===== src/rtl/pump_pkg.sv =====
// Shared types and constants for the animated pump attack: states, directions,
// keycodes, playfield defaults and the reach bounds check.
package pump_pkg;

    typedef enum logic [2:0] {
        IDLE,
        EXTEND,
        HOLD,
        RETRACT,
        COOLDOWN
    } pump_state_t;

    typedef enum logic [1:0] {
        DIR_UP    = 2'd0,
        DIR_DOWN  = 2'd1,
        DIR_LEFT  = 2'd2,
        DIR_RIGHT = 2'd3
    } pump_dir_t;

    localparam logic [7:0] KEY_W = 8'd26;
    localparam logic [7:0] KEY_S = 8'd22;
    localparam logic [7:0] KEY_A = 8'd4;
    localparam logic [7:0] KEY_D = 8'd7;

    localparam int DEFAULT_PLAY_W = 512;
    localparam int DEFAULT_PLAY_H = 480;

    // True when a pump of reach len fits inside the playfield; 11-bit math so
    // Y+L and X+L never wrap.
    function automatic logic reach_ok(
        input pump_dir_t   dir,
        input logic [9:0]  x,
        input logic [9:0]  y,
        input logic [10:0] len,
        input logic [10:0] play_w,
        input logic [10:0] play_h
    );
        logic ok;
        case (dir)
            DIR_UP:    ok = ({1'b0, y} >= len);
            DIR_DOWN:  ok = (({1'b0, y} + len) < play_h);
            DIR_LEFT:  ok = ({1'b0, x} >= len);
            default:   ok = (({1'b0, x} + len) < play_w);
        endcase
        return ok;
    endfunction

endpackage


===== src/rtl/frame_tick_gen.sv =====
// Rising-edge detector turning the slow, level frame_clk into a one-cycle
// frame_tick in the Clk domain.
module frame_tick_gen (
    input  logic Clk,
    input  logic Reset,
    input  logic frame_clk,
    output logic frame_tick
);

    logic frame_clk_reg;

    always_ff @(posedge Clk or posedge Reset) begin
        if (Reset) begin
            frame_clk_reg <= 1'b0;
        end else begin
            frame_clk_reg <= frame_clk;
        end
    end

    assign frame_tick = frame_clk & ~frame_clk_reg;

endmodule


===== src/rtl/pump_ctrl.sv =====
// Frame-rate pump animation: fires from IDLE, extends by STEP per frame, holds
// (optionally attached to an enemy), retracts, then sits out a cooldown.
module pump_ctrl
    import pump_pkg::*;
#(
    parameter int STEP            = 4,
    parameter int MIN_LEN         = 8,
    parameter int MAX_LEN         = 24,
    parameter int COOLDOWN_FRAMES = 4,
    parameter int PLAY_W          = DEFAULT_PLAY_W,
    parameter int PLAY_H          = DEFAULT_PLAY_H
) (
    input  logic       Clk,
    input  logic       Reset,
    input  logic       frame_clk,
    input  logic       pump_enable,
    input  logic [7:0] last_key_press,
    input  logic [9:0] Ball_X_Loc,
    input  logic [9:0] Ball_Y_Loc,
    input  logic       enemy_hit,
    output logic       pump_active,
    output logic [1:0] pump_dir,
    output logic [4:0] pump_len,
    output logic [9:0] pump_tip_x,
    output logic [9:0] pump_tip_y,
    output logic       pump_attached
);

    localparam int CNT_W = $clog2(COOLDOWN_FRAMES + 2);
    localparam logic [10:0] PW = 11'(PLAY_W);
    localparam logic [10:0] PH = 11'(PLAY_H);

    pump_state_t      state_reg;
    logic [CNT_W-1:0] cool_cnt_reg;
    logic             hit_pending_reg;
    logic             frame_tick;

    logic             key_valid;
    pump_dir_t        key_dir;
    logic [10:0]      grow_len;
    logic             fire_ok;
    logic             grow_ok;
    logic             shrink_done;

    frame_tick_gen u_frame_tick_gen (
        .Clk        (Clk),
        .Reset      (Reset),
        .frame_clk  (frame_clk),
        .frame_tick (frame_tick)
    );

    always_comb begin
        key_valid = 1'b1;
        key_dir   = DIR_UP;
        case (last_key_press)
            KEY_W:   key_dir = DIR_UP;
            KEY_S:   key_dir = DIR_DOWN;
            KEY_A:   key_dir = DIR_LEFT;
            KEY_D:   key_dir = DIR_RIGHT;
            default: key_valid = 1'b0;
        endcase
    end

    assign grow_len    = {6'd0, pump_len} + 11'(STEP);
    assign fire_ok     = key_valid &&
                         reach_ok(key_dir, Ball_X_Loc, Ball_Y_Loc, 11'(MIN_LEN), PW, PH);
    assign grow_ok     = (grow_len <= 11'(MAX_LEN)) &&
                         reach_ok(pump_dir_t'(pump_dir), Ball_X_Loc, Ball_Y_Loc, grow_len, PW, PH);
    assign shrink_done = ({6'd0, pump_len} <= 11'(MIN_LEN + STEP));

    always_ff @(posedge Clk or posedge Reset) begin
        if (Reset) begin
            state_reg       <= IDLE;
            cool_cnt_reg    <= '0;
            hit_pending_reg <= 1'b0;
            pump_active     <= 1'b0;
            pump_dir        <= 2'd0;
            pump_len        <= 5'd0;
            pump_attached   <= 1'b0;
        end else begin
            // A hit only survives until the next frame; same-cycle hits are dropped.
            if (frame_tick) begin
                hit_pending_reg <= 1'b0;
            end else if (enemy_hit) begin
                hit_pending_reg <= 1'b1;
            end

            if (frame_tick) begin
                case (state_reg)
                    IDLE: begin
                        if (pump_enable && fire_ok) begin
                            pump_dir    <= key_dir;
                            pump_len    <= 5'(MIN_LEN);
                            pump_active <= 1'b1;
                            state_reg   <= EXTEND;
                        end
                    end
                    EXTEND: begin
                        if (!pump_enable) begin
                            state_reg <= RETRACT;
                        end else if (hit_pending_reg) begin
                            pump_attached <= 1'b1;
                            state_reg     <= HOLD;
                        end else if (grow_ok) begin
                            pump_len <= grow_len[4:0];
                        end else begin
                            state_reg <= HOLD;
                        end
                    end
                    HOLD: begin
                        if (!pump_enable) begin
                            pump_attached <= 1'b0;
                            state_reg     <= RETRACT;
                        end
                    end
                    RETRACT: begin
                        if (shrink_done) begin
                            pump_len     <= 5'd0;
                            pump_active  <= 1'b0;
                            cool_cnt_reg <= CNT_W'(COOLDOWN_FRAMES);
                            state_reg    <= COOLDOWN;
                        end else begin
                            pump_len <= pump_len - 5'(STEP);
                        end
                    end
                    COOLDOWN: begin
                        if (cool_cnt_reg <= CNT_W'(1)) begin
                            cool_cnt_reg <= '0;
                            state_reg    <= IDLE;
                        end else begin
                            cool_cnt_reg <= cool_cnt_reg - CNT_W'(1);
                        end
                    end
                    default: state_reg <= IDLE;
                endcase
            end
        end
    end

    // Tip tracks the live ball position every cycle so movement drags the pump.
    always_ff @(posedge Clk or posedge Reset) begin
        if (Reset) begin
            pump_tip_x <= 10'd0;
            pump_tip_y <= 10'd0;
        end else begin
            pump_tip_x <= Ball_X_Loc;
            pump_tip_y <= Ball_Y_Loc;
            if (pump_active) begin
                case (pump_dir)
                    2'd0: pump_tip_y <= Ball_Y_Loc - {5'd0, pump_len};
                    2'd1: pump_tip_y <= Ball_Y_Loc + {5'd0, pump_len};
                    2'd2: pump_tip_x <= Ball_X_Loc - {5'd0, pump_len};
                    2'd3: pump_tip_x <= Ball_X_Loc + {5'd0, pump_len};
                endcase
            end
        end
    end

endmodule


===== config.mk =====
export PLATFORM = sky130hd
export DESIGN_NAME = pump_ctrl
export DESIGN_NICKNAME = d
export VERILOG_FILES = /design/src/rtl/pump_pkg.sv /design/src/rtl/frame_tick_gen.sv /design/src/rtl/pump_ctrl.sv
export SDC_FILE = /design/constraint.sdc
export NUM_CORES = 1
export LEC_CHECK = 0
export ABC_AREA = 1
export BUFFER_PORTS_ARGS = -buffer_cell sky130_fd_sc_hd__buf_2
export CAP_MARGIN = 20
export CORE_UTILIZATION = 60
export DETAILED_ROUTE_END_ITERATION = 12
export PLACE_DENSITY = 0.83
export SYNTH_ARGS = -nofsm -noshare
export SYNTH_HDL_FRONTEND = slang
export SYNTH_SLANG_ARGS = --single-unit

===== constraint.sdc =====
create_clock -name Clk -period 5 [get_ports Clk]
set_clock_uncertainty 0.15 [all_clocks]
set_input_delay 1 -clock Clk [delete_from_list [all_inputs] [get_ports Clk]]
set_output_delay 1 -clock Clk [all_outputs]
set_load 0.005 [all_outputs]

==> impl_metrics.csv <==
group,metric,value,unit
power,p_leak,2.09,nW
cts,cts-htree-levels,2,
cells_and_area,postLayoutCellArea,3670,um^2
yosys,muxShareOfSynthArea,0.312,%
route,drt_pass1_iterations,7,
cts,cts.repair.resized,0,
sta,tns,0,ns
power,p_per_area,468,nW/um^2
yosys,synth_edf_count,0,
setup_path,worstPathRequired,5.04,ns
yosys,async_flop_share,100,%
yosys,yosys_warnings,0,
cells_and_area,syn2layout_area_growth,14.4,%
cts,cts.sinks,35,
cells_and_area,drive_gt1_share,18.9,%
yosys,avgSynthCellArea,6.93,um^2
setup_path,path_max_fanout,11,
flow_run,maxCapViolations,0,
sta,fin_crit,2.92,ns
floorplan,dieWidth,75.1,um
cts,insertion_delay,0.30,ns
setup_path,reg2reg_depth,17,
placed_design,routabilityCongestion,0.930,
floorplan,initial_core_util,62.4,%
floorplan,die_h,75.1,um
hold_path,hold_path_class,"flop to flop",
setup_path,endpoint_kind,"flop",
route,vias_per_cell,5.15,
yosys,yosys.area_share.simple,31.1,%
floorplan,ios,62,
yosys,yosysMostFrequentCell,"nand2_1",
yosys,synth_top_family_by_area,"simple AND/OR/NAND/NOR gates",
cts,holdBufCountCts,0,
cells_and_area,reg_top3,"pump_tip_x x10, pump_tip_y x10",
cts,clock_path_buffers,2,
global_route,grt_max_degree,36,
yosys,syn_area,3210,um^2
sta,holdWs,0.338,ns
yosys,synth_xor_area_share,1.64,%
global_route,antenna_found_initial,0,
sta,worst_pin_slew,0.766,ns
yosys,synth_common_cells,"nand2_1 (140), inv_1 (77), ha_1 (44)",
global_route,first_global_vias,2734,
sta,drv_slew,0,
yosys,ys_ff_latch,35,
sta,hold_viol,0,
sta,finalCritPeriodShare,58.4,%
yosys,yosys.area.top_type,"dfrtp_1",
global_route,grt.overflow.total,0,
yosys,yosysTopAreaCellShare,27.3,%
hold_path,hold-path-cell-count,2,
route,detail_route.iter0.violations,162,
sta,rsz0062_at_grt,"false",
setup_path,path_class,"flop to flop",
yosys,synth_compound_area_share,11.5,%
placed_design,place_area,3580,um^2
route,vias,3085,
placed_design,post-place-cells,591,
setup_path,startpoint_type,"flop",
yosys,synthTopCellsByArea,"dfrtp_1 (27%), ha_1 (17%), nand2_1 (16%)",
cts,cts_tree,"done",
placed_design,port_buffers,59,
sta,setup_violations,0,
yosys,ys.flop_type,"dfrtp_1",
yosys,synthCells,463,
global_route,grt_pass1_wl,11.7,mm
cells_and_area,antennaDiodeCount,0,
floorplan,die_area,5640,um^2
yosys,synth_adder_area_share,17.2,%
route,wl_per_cell,11.9,um
setup_path,worst-r2r-setup-slack,2.08,ns
run_status,status,"complete, no violations",
cts,path_clk_slew,0.08,ns
placed_design,dp_hpwl,5.70,mm
cts,post_cts_buffers,0,
floorplan,std_cell_rows,26,
cts,cts_buffers,5,
global_route,grt_usage,27.0,%
yosys,synth-seq-area-share,27.3,%
yosys,synth_cell_types,40,
setup_path,worstPathArrival,2.96,ns
sta,relSlewSlack,48.7,%
cells_and_area,stdcell_count,599,
sta,max_freq,0.343,GHz
cts,cts_root_buf,"clkbuf_8",
power,ir_drop,0.355,mV
floorplan,core-area,5140,um^2
route,drc_errors,0,
route,routed_wl,7.11,mm
route,antenna_left,0,
cells_and_area,nNetsFinal,605,
-- cell families (layout without fill, tap and decap cells) --
logic type                 after synthesis  count (layout)
AOI/OAI and AO/OA                       59              59
xor gates and xnor gates                 6               6
adders and majority gates               44              44
buffers and inverters                   91             154
DFF                                     35              35
muxes                                    1               1
other                                    1               4
and+or+nand+nor                        226             226
-- routing by layer --
metal,up-vias,share of wire (%),routed length (um),global-route usage [%]
met3,6,5.0,357,4.55
met5,-,0,0,0
met2,99,49,3450,48.2
met4,0,0.83,59,6.29
met1,1395,46,3240,34.0
li1,1585,-,-,-
-- where the power goes --
group	switching (mW)	total (mW)	leakage, nW	internal [mW]
sequential	0.0650	0.428	0.423	0.363
clock	0.117	0.214	0.0402	0.0970
combinational	0.659	1.07	1.63	0.414
total	0.841	1.72	2.09	0.874
-- worst max-delay path, cell delays in order, from the launching register on --
cell     delay (ns)
dfrtp_1        0.58
inv_1          0.19
ha_1           0.42
inv_1          0.12
o21ai_0        0.20
ha_1           0.27
nand2_1        0.09
nand2_1        0.08
nand2_1        0.09
nand2_1        0.09
nand2_1        0.09
nand2_1        0.07
nand2_1        0.08
nand2_1        0.05
nand2_1        0.05
nand3_1        0.06
o21ai_0        0.10
inv_1          0.05
-- worst paths after layout --
| kind | endpoint | startpoint |
|---|---|---|
| worst max-delay path | pump_tip_y[7] | pump_len[2] |
| worst min-delay path | cool_cnt_reg[1] | cool_cnt_reg[1] |
| worst max register to register | pump_tip_y[7] | pump_len[2] |
| worst min register to register | cool_cnt_reg[1] | cool_cnt_reg[1] |
| max in group asynchronous | pump_tip_y[3] | Reset |
| min in group asynchronous | pump_tip_y[0] | Reset |
-- area by class of cell --
class / count / area [um^2]
Fill cell: 447 / 1470
Clock buffer: 5 / 68.8
Tap cell: 70 / 87.6
Multi-Input combinational cell: 340 / 1990
Sequential cell: 35 / 876
Timing Repair Buffer: 60 / 303
Inverter: 86 / 323
Clock inverter: 3 / 20.0
-- through the flow --
stage / util [%] / power, mW / setup slack, ns
floorplan: - / 1.23 / 2.44
global placement: 69.7 / 1.45 / 2.29
detailed placement: 69.7 / 1.49 / 2.13
CTS: 71.4 / 1.71 / 2.10
global route: 71.4 / 1.90 / 1.78
finish: 71.4 / 1.72 / 2.08
-- layout by cell type (no fill, tap or decap), types with 9 or more instances in the layout --
cell	synthesis	routed
nand2_1	140	140
inv_1	77	77
buf_2	1	59
ha_1	44	44
dfrtp_1	35	35
nor2_1	30	30
nand3_1	27	27
o21ai_0	18	18
a21oi_1	16	16
inv_2	9	9
No activity file was read; power rests on OpenSTA's default activity.
